$ cat config.mk
export PLATFORM = sky130hd
export DESIGN_NAME = spi_byte_queue
export DESIGN_NICKNAME = d
export VERILOG_FILES = /design/src/rtl/spi_byte_queue.sv
export SDC_FILE = /design/constraint.sdc
export NUM_CORES = 1
export LEC_CHECK = 0
export CORE_AREA = 2 2 77 79
export CTS_CLUSTER_DIAMETER = 80
export DETAILED_ROUTE_END_ITERATION = 10
export DIE_AREA = 0 0 79 81
export GPL_ROUTABILITY_DRIVEN = 1
export GPL_TIMING_DRIVEN = 0
export HOLD_SLACK_MARGIN = 0.1
export PLACE_DENSITY = 0.74
export SYNTH_ARGS = -nofsm -noshare
export SYNTH_HDL_FRONTEND = slang
export SYNTH_SLANG_ARGS = --single-unit
$ cat constraint.sdc
create_clock -name clk -period 2.2 [get_ports clk]
set_input_delay 0.55 -clock clk [delete_from_list [all_inputs] [get_ports clk]]
set_output_delay 0.55 -clock clk [all_outputs]
set_load 0.03 [all_outputs]
$ cat src/rtl/spi_byte_queue.sv
// spi_byte_queue: {dc, end_txn, byte} queue that launches entries into the SPI controller.
// Define SPI_QUEUE_RX_EN to build the read-back capture registers.
module spi_byte_queue #(
   parameter int DEPTH = 4,
   parameter int AW    = $clog2(DEPTH)
) (
   input  logic          clk,
   input  logic          rst,
   input  logic          wr_valid,
   input  logic [7:0]    wr_data,
   input  logic          wr_dc,
   input  logic          wr_end_txn,
   output logic          wr_ready,
   input  logic          flush,
   output logic [AW:0]   count,
   output logic          idle,
   output logic          spi_start,
   output logic [7:0]    spi_data_in,
   output logic          spi_dc_in,
   output logic          spi_end_txn,
   input  logic          spi_busy,
   input  logic [7:0]    spi_data_out,
   output logic [7:0]    rd_data,
   output logic          rd_valid,
   input  logic          rd_ack,
   output logic          rx_overflow
);

   typedef enum logic [1:0] {
      S_IDLE,
      S_LAUNCH,
      S_XFER
   } state_t;

   state_t        state, state_nx;
   logic [9:0]    mem [DEPTH];
   logic [AW-1:0] wp, rp;
   logic [AW:0]   cnt;
   logic          full, empty;
   logic          push, launch, capture;

   assign full     = (cnt == (AW+1)'(DEPTH));
   assign empty    = (cnt == '0);
   assign wr_ready = !full;
   assign count    = cnt;
   assign idle     = empty && (state == S_IDLE) && !spi_busy;

   // flush wins over a same-cycle push; a launch still pops the head
   assign push    = wr_valid && !full && !flush;
   assign launch  = (state == S_IDLE) && !empty && !spi_busy;
   assign capture = (state == S_XFER) && !spi_busy;

   always_comb begin
      state_nx = state;
      unique case (state)
         S_IDLE:   if (launch)    state_nx = S_LAUNCH;
         S_LAUNCH: if (spi_busy)  state_nx = S_XFER;
         S_XFER:   if (!spi_busy) state_nx = S_IDLE;
         default:                 state_nx = S_IDLE;
      endcase
   end

   always_ff @(posedge clk) begin
      if (rst) state <= S_IDLE;
      else     state <= state_nx;
   end

   always_ff @(posedge clk) begin
      if (push) mem[wp] <= {wr_dc, wr_end_txn, wr_data};
   end

   always_ff @(posedge clk) begin
      if (rst) begin
         wp  <= '0;
         rp  <= '0;
         cnt <= '0;
      end else begin
         if (push) wp <= wp + 1'b1;
         if (flush) begin
            rp  <= wp;
            cnt <= '0;
         end else begin
            if (launch) rp <= rp + 1'b1;
            if (push && !launch)      cnt <= cnt + 1'b1;
            else if (!push && launch) cnt <= cnt - 1'b1;
         end
      end
   end

   always_ff @(posedge clk) begin
      if (rst) begin
         spi_start   <= 1'b0;
         spi_data_in <= '0;
         spi_dc_in   <= 1'b0;
         spi_end_txn <= 1'b0;
      end else begin
         spi_start <= launch;
         if (launch) {spi_dc_in, spi_end_txn, spi_data_in} <= mem[rp];
      end
   end

`ifdef SPI_QUEUE_RX_EN
   // an ack coinciding with a capture keeps the new byte and clears overflow
   always_ff @(posedge clk) begin
      if (rst) begin
         rd_data     <= '0;
         rd_valid    <= 1'b0;
         rx_overflow <= 1'b0;
      end else begin
         if (capture) begin
            rd_data  <= spi_data_out;
            rd_valid <= 1'b1;
         end else if (rd_ack) begin
            rd_valid <= 1'b0;
         end
         if (rd_ack)                   rx_overflow <= 1'b0;
         else if (capture && rd_valid) rx_overflow <= 1'b1;
      end
   end
`else
   logic unused_rx;

   assign unused_rx   = ^{rd_ack, spi_data_out, capture};
   assign rd_data     = '0;
   assign rd_valid    = 1'b0;
   assign rx_overflow = 1'b0;
`endif

endmodule

==> flow_metrics.env, run 1 <==
export IMPL_setup_tns_ns=0
export IMPL_finalCritPeriodShare_pct=98.8
export IMPL_netlist_area_um2=2480
export IMPL_path_delay_family="simple AND/OR/NAND/NOR gates"
export IMPL_clock_latency_ns=0.33
export IMPL_fin_crit_ns=2.17
export IMPL_via_count=1505
export IMPL_nNetsFinal=255
export IMPL_first_iter_violations=71
export IMPL_num_io_pins=50
export IMPL_setup_viol=0
export IMPL_crit_type="reg -> reg"
export IMPL_antennaDiodeCount=0
export IMPL_ir_worst_vdd_mv=0.324
export IMPL_crit_chain="or3_4 -> buf_6 -> nand2_4 -> ha_4 -> inv_2 -> fa_2 -> xor2_1 -> or3_1 -> a211oi_2"
export IMPL_clock_power_share_pct=38.5
export IMPL_dieHeight_um=81
export IMPL_die_area_um2=6400
export IMPL_grt_pass1_wl_um=6930
export IMPL_clockRootBuffer="clkbuf_8"
export IMPL_port_buffers=30
export IMPL_p_int_mw=2.06
export IMPL_relSlewSlack_pct=64.7
export IMPL_final_cell_mix="edfxtp_1 (40), clkdlybuf4s50_1 (25), dfxtp_1 (17)"
export IMPL_reg2regPathDepth=9
export IMPL_cellLeakagePower_nw=1.14
export IMPL_fmax_mhz=460
export IMPL_cts_made_buffers=9
export IMPL_cp_arrival_ns=2.42
export IMPL_dp_cells=287
export IMPL_ys_ff_latch=60
export IMPL_firstDrtPassIters=4
export IMPL_start_util_pct=43.8
export IMPL_layout_commonest_cell="edfxtp_1"
export IMPL_std_cell_rows=28
export IMPL_cts_htree_levels=3
export IMPL_ys_warn_count=0
export IMPL_holdPathEnd="spi_end_txn$_SDFFE_PP0P_"
export IMPL_drc=0
export IMPL_final_cells=305
export IMPL_power_switching_mw=0.642
export IMPL_status="completed"
export IMPL_syn_inst=173
export IMPL_numClockSinks=60
export IMPL_clk_path_buf_depth=2
export IMPL_synth_cell_types=32
export IMPL_overflow=0
export IMPL_critPathSlowestCell="or3_4"
export IMPL_fin_area_um2=3240
export IMPL_start_kind="flop"
export IMPL_nFillCells=473
export IMPL_cts_tree="yes"
export IMPL_p_comb_share_pct=14.7
export IMPL_grt_pass1_vias=1406
export IMPL_synthToLayoutAreaGrowth_pct=30.3
export IMPL_grt_start_max_net_pins=13
export IMPL_yosysSeqAreaShare_pct=64.5
export IMPL_endpoint_kind="flop"
export IMPL_power_density_nw_per_um2=834
export IMPL_path_buf_inv=2
export IMPL_wl_per_cell_um=14.1
export IMPL_cts_clk_slew_worst_paths_ns=0.06
export IMPL_reg2reg_to="count[2]$_SDFFE_PP0P_"
export IMPL_worstHoldPathCells=2
export IMPL_dp_hpwl_um=2880
export IMPL_vias_per_cell=4.93
export IMPL_avgSynthCellArea_um2=14.4
export IMPL_die_w_um=79
export IMPL_gp_congestion=0.787
export IMPL_r2r_slack_ns=0.03
export IMPL_layout_drive_gt1_share_pct=27.0
export IMPL_final_antenna_net_count=0
export IMPL_final_max_slew_viol_count=0
export IMPL_rsz0062_at_grt="yes"
export IMPL_switching_share_pct=23.8
export IMPL_cp_required_ns=2.45
export IMPL_path_max_fanout=6
export IMPL_final_core_util_pct=57.0
export IMPL_coreArea_um2=5680
export IMPL_min_from="spi_end_txn$_SDFFE_PP0P_"
export IMPL_postPlaceCellArea_um2=2960
export IMPL_finClkSkew_ns=0.00705
export IMPL_hp_class="reg -> reg"
export IMPL_p_seq_share_pct=46.8
export IMPL_worstMarginPinSlew_ns=0.530
export IMPL_critPathMaxStageDelay_ns=0.38
export IMPL_antenna_found_initial=0
export IMPL_wl_um=4300
export IMPL_crit_reg2reg_launch="count[2]$_SDFFE_PP0P_"
export IMPL_total_power_mw=2.70
export IMPL_hold_violations=0
export IMPL_maxCapViolations=0
export IMPL_grt_usage_pct=15.0
==> worst register-to-register path, cell delays in order (launching register included) <==
cell	delay (ns)
dfxtp_4	0.36
or3_4	0.38
buf_6	0.13
nand2_4	0.06
ha_4	0.13
inv_2	0.03
fa_2	0.33
xor2_1	0.15
or3_1	0.36
a211oi_2	0.16
==> metrics by stage <==
stage	worst slack [ns]	hold slack (ns)
3_3_place_gp	-0.775	0.465
3_5_place_dp	-0.754	0.469
4_1_cts	-0.0379	0.481
6_report	0.0271	0.476
2_1_floorplan	-0.0923	0.484
5_1_grt	-0.0524	0.510
==> synthesized netlist by cell type, drive strengths merged <==
cell type	count	area share, %
conb	1	0.15
ha	5	2.5
dfxtp	20	16
a2111oi	2	0.96
inv	4	0.60
mux4	10	9.1
or3	3	0.76
nand3	12	2.4
a311oi	1	0.35
a21oi	12	2.4
nor4b	1	0.35
nor3	4	1.0
and4	1	0.45
nor2	5	0.76
fa	1	0.81
nor2b	2	0.50
clkbuf	5	0.76
edfxtp	40	48
a211oi	2	0.60
o21ai	14	2.8
nand2b	1	0.25
and3	4	1.0
mux2i	1	0.40
nor3b	2	0.60
buf	16	4.7
nand2	1	0.15
xor2	2	0.71
xnor2	1	0.35
==> repair_timing <==
| item | 4_1_cts | 5_1_grt |
|---|---|---|
| setup endpoints to repair | 6 | 3 |
| setup buffers | 4 | 0 |
| hold buffers | 0 | 0 |
| pin swaps | 5 | 3 |
| resized for setup | 20 | 5 |
==> layer usage <==
| layer | vias to the layer above | GRT usage (%) | part of all wire, % |
|---|---|---|---|
| li1 | 744 | - | - |
| met1 | 716 | 18.8 | 46 |
| met2 | 39 | 23.2 | 48 |
| met3 | 6 | 4.78 | 4.7 |
| met4 | 0 | 8.28 | 1.7 |
| met5 | - | 0 | 0 |
==> registers in the layout, summed over array words and instances, names as in the netlist <==
| register | flops |
|---|---|
| mem | 40 |
| spi_data_in | 8 |
| count | 3 |
| rp | 2 |
| state | 2 |
| wp | 2 |
| spi_dc_in | 1 |
| spi_end_txn | 1 |
| spi_start | 1 |
==> power groups by stage <==
stage	combinational, mW	sequential [mW]	clock (mW)
final	0.398	1.26	1.04
after global routing	0.432	1.27	1.13
after CTS	0.388	1.26	1.07
after detailed placement	0.373	1.29	0
after global placement	0.369	1.29	0
after floorplan	0.226	1.32	0
==> final cells by class <==
| cell class | count | area (µm²) | share of cell area, % |
|---|---|---|---|
| Sequential cell | 60 | 1610 | 49.7 |
| Multi-Input combinational cell | 97 | 836 | 25.8 |
| Timing Repair Buffer | 34 | 327 | 10.1 |
| Buffer | 19 | 146 | 4.52 |
| Clock buffer | 11 | 131 | 4.06 |
| Tap cell | 75 | 93.8 | 2.90 |
| Clock inverter | 5 | 77.6 | 2.40 |
| Inverter | 4 | 15.0 | 0.464 |
==> kinds of logic (layout without fill, tap and decap cells) <==
group | count (synthesis) | count (layout) | synth area share, %
XOR/XNOR | 3 | 3 | 1.06
multiplexers | 11 | 11 | 9.47
AO/OA/AOI/OAI | 31 | 31 | 7.15
flip-flops | 60 | 60 | 64.5
other | 1 | 10 | 0.151
buffers and inverters | 25 | 73 | 6.10
AND/OR/NAND/NOR | 36 | 36 | 8.26
adder cells (fa/ha/maj) | 6 | 6 | 3.32
==> worst max path at each step <==
stage / to / depth (start not counted) / startpoint / slack, ns
3_3_place_gp: idle / 5 / spi_busy / -0.78
3_5_place_dp: idle / 5 / spi_busy / -0.75
6_report: count[2]$_SDFFE_PP0P_ / 9 / count[2]$_SDFFE_PP0P_ / 0.03
2_1_floorplan: count[2]$_SDFFE_PP0P_ / 10 / count[0]$_SDFFE_PP0P_ / -0.09
4_1_cts: count[2]$_SDFFE_PP0P_ / 9 / count[2]$_SDFFE_PP0P_ / -0.04
5_1_grt: count[2]$_SDFFE_PP0P_ / 9 / count[2]$_SDFFE_PP0P_ / -0.05
Power figures use the tool's default switching activity.
==> run 2: changes to the inputs <==
--- a/config.mk
+++ b/config.mk
@@ -12,7 +12,9 @@
 export GPL_ROUTABILITY_DRIVEN = 1
 export GPL_TIMING_DRIVEN = 0
 export HOLD_SLACK_MARGIN = 0.1
+export MAX_ROUTING_LAYER = met4
 export PLACE_DENSITY = 0.74
+export SKIP_LAST_GASP = 1
 export SYNTH_ARGS = -nofsm -noshare
 export SYNTH_HDL_FRONTEND = slang
 export SYNTH_SLANG_ARGS = --single-unit
==> run 2 against run 1 <==
  * Final cell count decreased by 0.33%
  * Sequential power about the same
  * Largest cell class unchanged
  * Highest routed layer unchanged
  * Maximum frequency increased by 1.0%
==> flow_metrics.env, run 2 (synthesis gave the netlist of run 1 again) <==
export IMPL_grt_pass1_vias=1409
export IMPL_cts_made_buffers=9
export IMPL_cts_htree_levels=3
export IMPL_multi_input_area_um2=837
export IMPL_ir_worst_vdd_mv=0.318
export IMPL_start_kind="input port"
export IMPL_p_comb_share_pct=14.3
export IMPL_rsz0062_at_grt="yes"
export IMPL_crit_reg2reg_launch="count[2]$_SDFFE_PP0P_"
export IMPL_hp_class="reg -> reg"
export IMPL_ctsHoldBuffers=0
export IMPL_cp_required_ns=2.45
export IMPL_nFillCells=476
export IMPL_finalCritPeriodShare_pct=97.8
export IMPL_power_density_nw_per_um2=833
export IMPL_first_iter_violations=56
export IMPL_switching_share_pct=23.7
export IMPL_status="completed"
export IMPL_dp_hpwl_um=2880
export IMPL_numClockSinks=60
export IMPL_dieHeight_um=81
export IMPL_layout_drive_gt1_share_pct=26.2
export IMPL_cp_startpoint="flush"
export IMPL_relSlewSlack_pct=64.7
export IMPL_vias_per_cell=4.90
export IMPL_fmax_mhz=465
export IMPL_firstDrtPassIters=4
export IMPL_cellLeakagePower_nw=1.13
export IMPL_synthToLayoutAreaGrowth_pct=29.8
export IMPL_wl_per_cell_um=14.1
export IMPL_hold_violations=0
export IMPL_die_area_um2=6400
export IMPL_antenna_found_initial=0
export IMPL_path_max_fanout=3
export IMPL_regMostFlops="mem"
export IMPL_start_util_pct=43.8
export IMPL_crit_type="in -> reg"
export IMPL_port_buffers=30
export IMPL_fin_crit_ns=2.15
export IMPL_setup_viol=0
export IMPL_r2r_slack_ns=0.07
export IMPL_grt_start_max_net_pins=13
export IMPL_die_w_um=79
export IMPL_reg2reg_to="count[2]$_SDFFE_PP0P_"
export IMPL_fin_area_um2=3220
export IMPL_grt_usage_pct=15.5
export IMPL_clock_power_share_pct=38.6
export IMPL_layout_commonest_cell="edfxtp_1"
export IMPL_final_antenna_net_count=0
export IMPL_cp_arrival_ns=2.40
export IMPL_seq_area_um2=1610
export IMPL_num_io_pins=50
export IMPL_final_max_slew_viol_count=0
export IMPL_final_cell_mix="edfxtp_1 (40), clkdlybuf4s50_1 (25), dfxtp_1 (17)"
export IMPL_maxCapViolations=0
export IMPL_coreArea_um2=5680
export IMPL_p_int_mw=2.05
export IMPL_grt_pass1_wl_um=6980
export IMPL_worstMarginPinSlew_ns=0.530
export IMPL_overflow=0
export IMPL_antennaDiodeCount=0
export IMPL_drc=0
export IMPL_via_count=1490
export IMPL_p_seq_share_pct=47.1
export IMPL_postPlaceCellArea_um2=2960
export IMPL_std_cell_rows=28
export IMPL_clock_latency_ns=0.33
export IMPL_gp_congestion=0.798
export IMPL_reg2regPathDepth=8
export IMPL_nNetsFinal=254
export IMPL_wl_um=4280
export IMPL_setup_tns_ns=0
export IMPL_cts_clk_slew_worst_paths_ns=0.07
export IMPL_largest_reg_flops=40
export IMPL_endpoint_kind="flop"
export IMPL_power_switching_mw=0.638
export IMPL_endpoint="count[2]$_SDFFE_PP0P_"
export IMPL_finClkSkew_ns=0.00917
export IMPL_clockRootBuffer="clkbuf_8"
export IMPL_cts_tree="yes"
export IMPL_clk_path_buf_depth=2
run 2: cell types whose count changed in the layout (fill, tap and decap cells not counted):
cell             previous run  this run
nor2_2                      0         1
nor3b_4                     0         1
buf_4                      14        15
dlygate4sd2_1               4         3
buf_6                       4         2
clkdlybuf4s15_1             0         1
inv_2                       1         0
inv_1                       3         4
nor3b_2                     1         0
nor2_4                      2         1
run 2: repair_timing:
item / 4_1_cts / 5_1_grt
resized for setup: 17 / 8
setup buffers: 4 / 0
endpoints found under the setup margin: 6 / 3
pin swaps: 5 / 4
gates cloned: 0 / 0
run 2: cell type report:
class | count | share of cell area [%]
Buffer | 18 | 4.19
Timing Repair Buffer | 34 | 10.1
Multi-Input combinational cell | 97 | 26.0
Tap cell | 75 | 2.91
Clock inverter | 5 | 2.41
Clock buffer | 11 | 4.07
Sequential cell | 60 | 49.9
Inverter | 4 | 0.466
run 2: worst min-delay path by stage:
stage / cells after the start / endpoint / from
finish: 2 / spi_end_txn$_SDFFE_PP0P_ / spi_end_txn$_SDFFE_PP0P_
global route: 2 / spi_end_txn$_SDFFE_PP0P_ / spi_end_txn$_SDFFE_PP0P_
CTS: 2 / spi_data_in[2]$_SDFFE_PP0P_ / spi_data_in[2]$_SDFFE_PP0P_
detailed placement: 2 / spi_data_in[2]$_SDFFE_PP0P_ / spi_data_in[2]$_SDFFE_PP0P_
global placement: 2 / spi_data_in[0]$_SDFFE_PP0P_ / spi_data_in[0]$_SDFFE_PP0P_
floorplan: 2 / wp[0]$_SDFFE_PP0P_ / wp[0]$_SDFFE_PP0P_
run 2: power groups by stage:
stage	sequential (mW)	clock, mW	combinational [mW]
floorplan	1.32	0	0.226
global placement	1.29	0	0.369
detailed placement	1.29	0	0.373
CTS	1.26	1.07	0.384
global route	1.27	1.13	0.420
finish	1.26	1.04	0.385
run 2: layer usage:
layer | share of wire, % | up-vias | global-route usage (%)
met2 | 50 | 43 | 23.2
li1 | - | 739 | -
met4 | 1.3 | 0 | 8.28
met3 | 5.4 | 4 | 4.89
met5 | 0 | - | -
met1 | 44 | 704 | 18.9
run 2: stage by stage:
| step | hold WS [ns] | utilization, % | std cells | worst slack, ns | total power [mW] |
|---|---|---|---|---|---|
| 2_1_floorplan | 0.484 | - | 182 | -0.0923 | 1.54 |
| 3_5_place_dp | 0.469 | 52.1 | 287 | -0.754 | 1.66 |
| 5_1_grt | 0.510 | 56.8 | 304 | -0.0433 | 2.82 |
| 3_3_place_gp | 0.465 | 52.1 | 287 | -0.775 | 1.66 |
| 4_1_cts | 0.481 | 56.6 | 305 | -0.0526 | 2.72 |
| 6_report | 0.476 | 56.8 | 304 | 0.0489 | 2.69 |
run 2: critical path, cell delays in order:
cell           delay, ns
dlygate4sd2_1       0.26
clkbuf_8            0.14
nand2b_4            0.15
nor2_4              0.12
ha_4                0.14
inv_1               0.05
fa_2                0.33
xor2_1              0.15
or3_1               0.36
a211oi_2            0.16
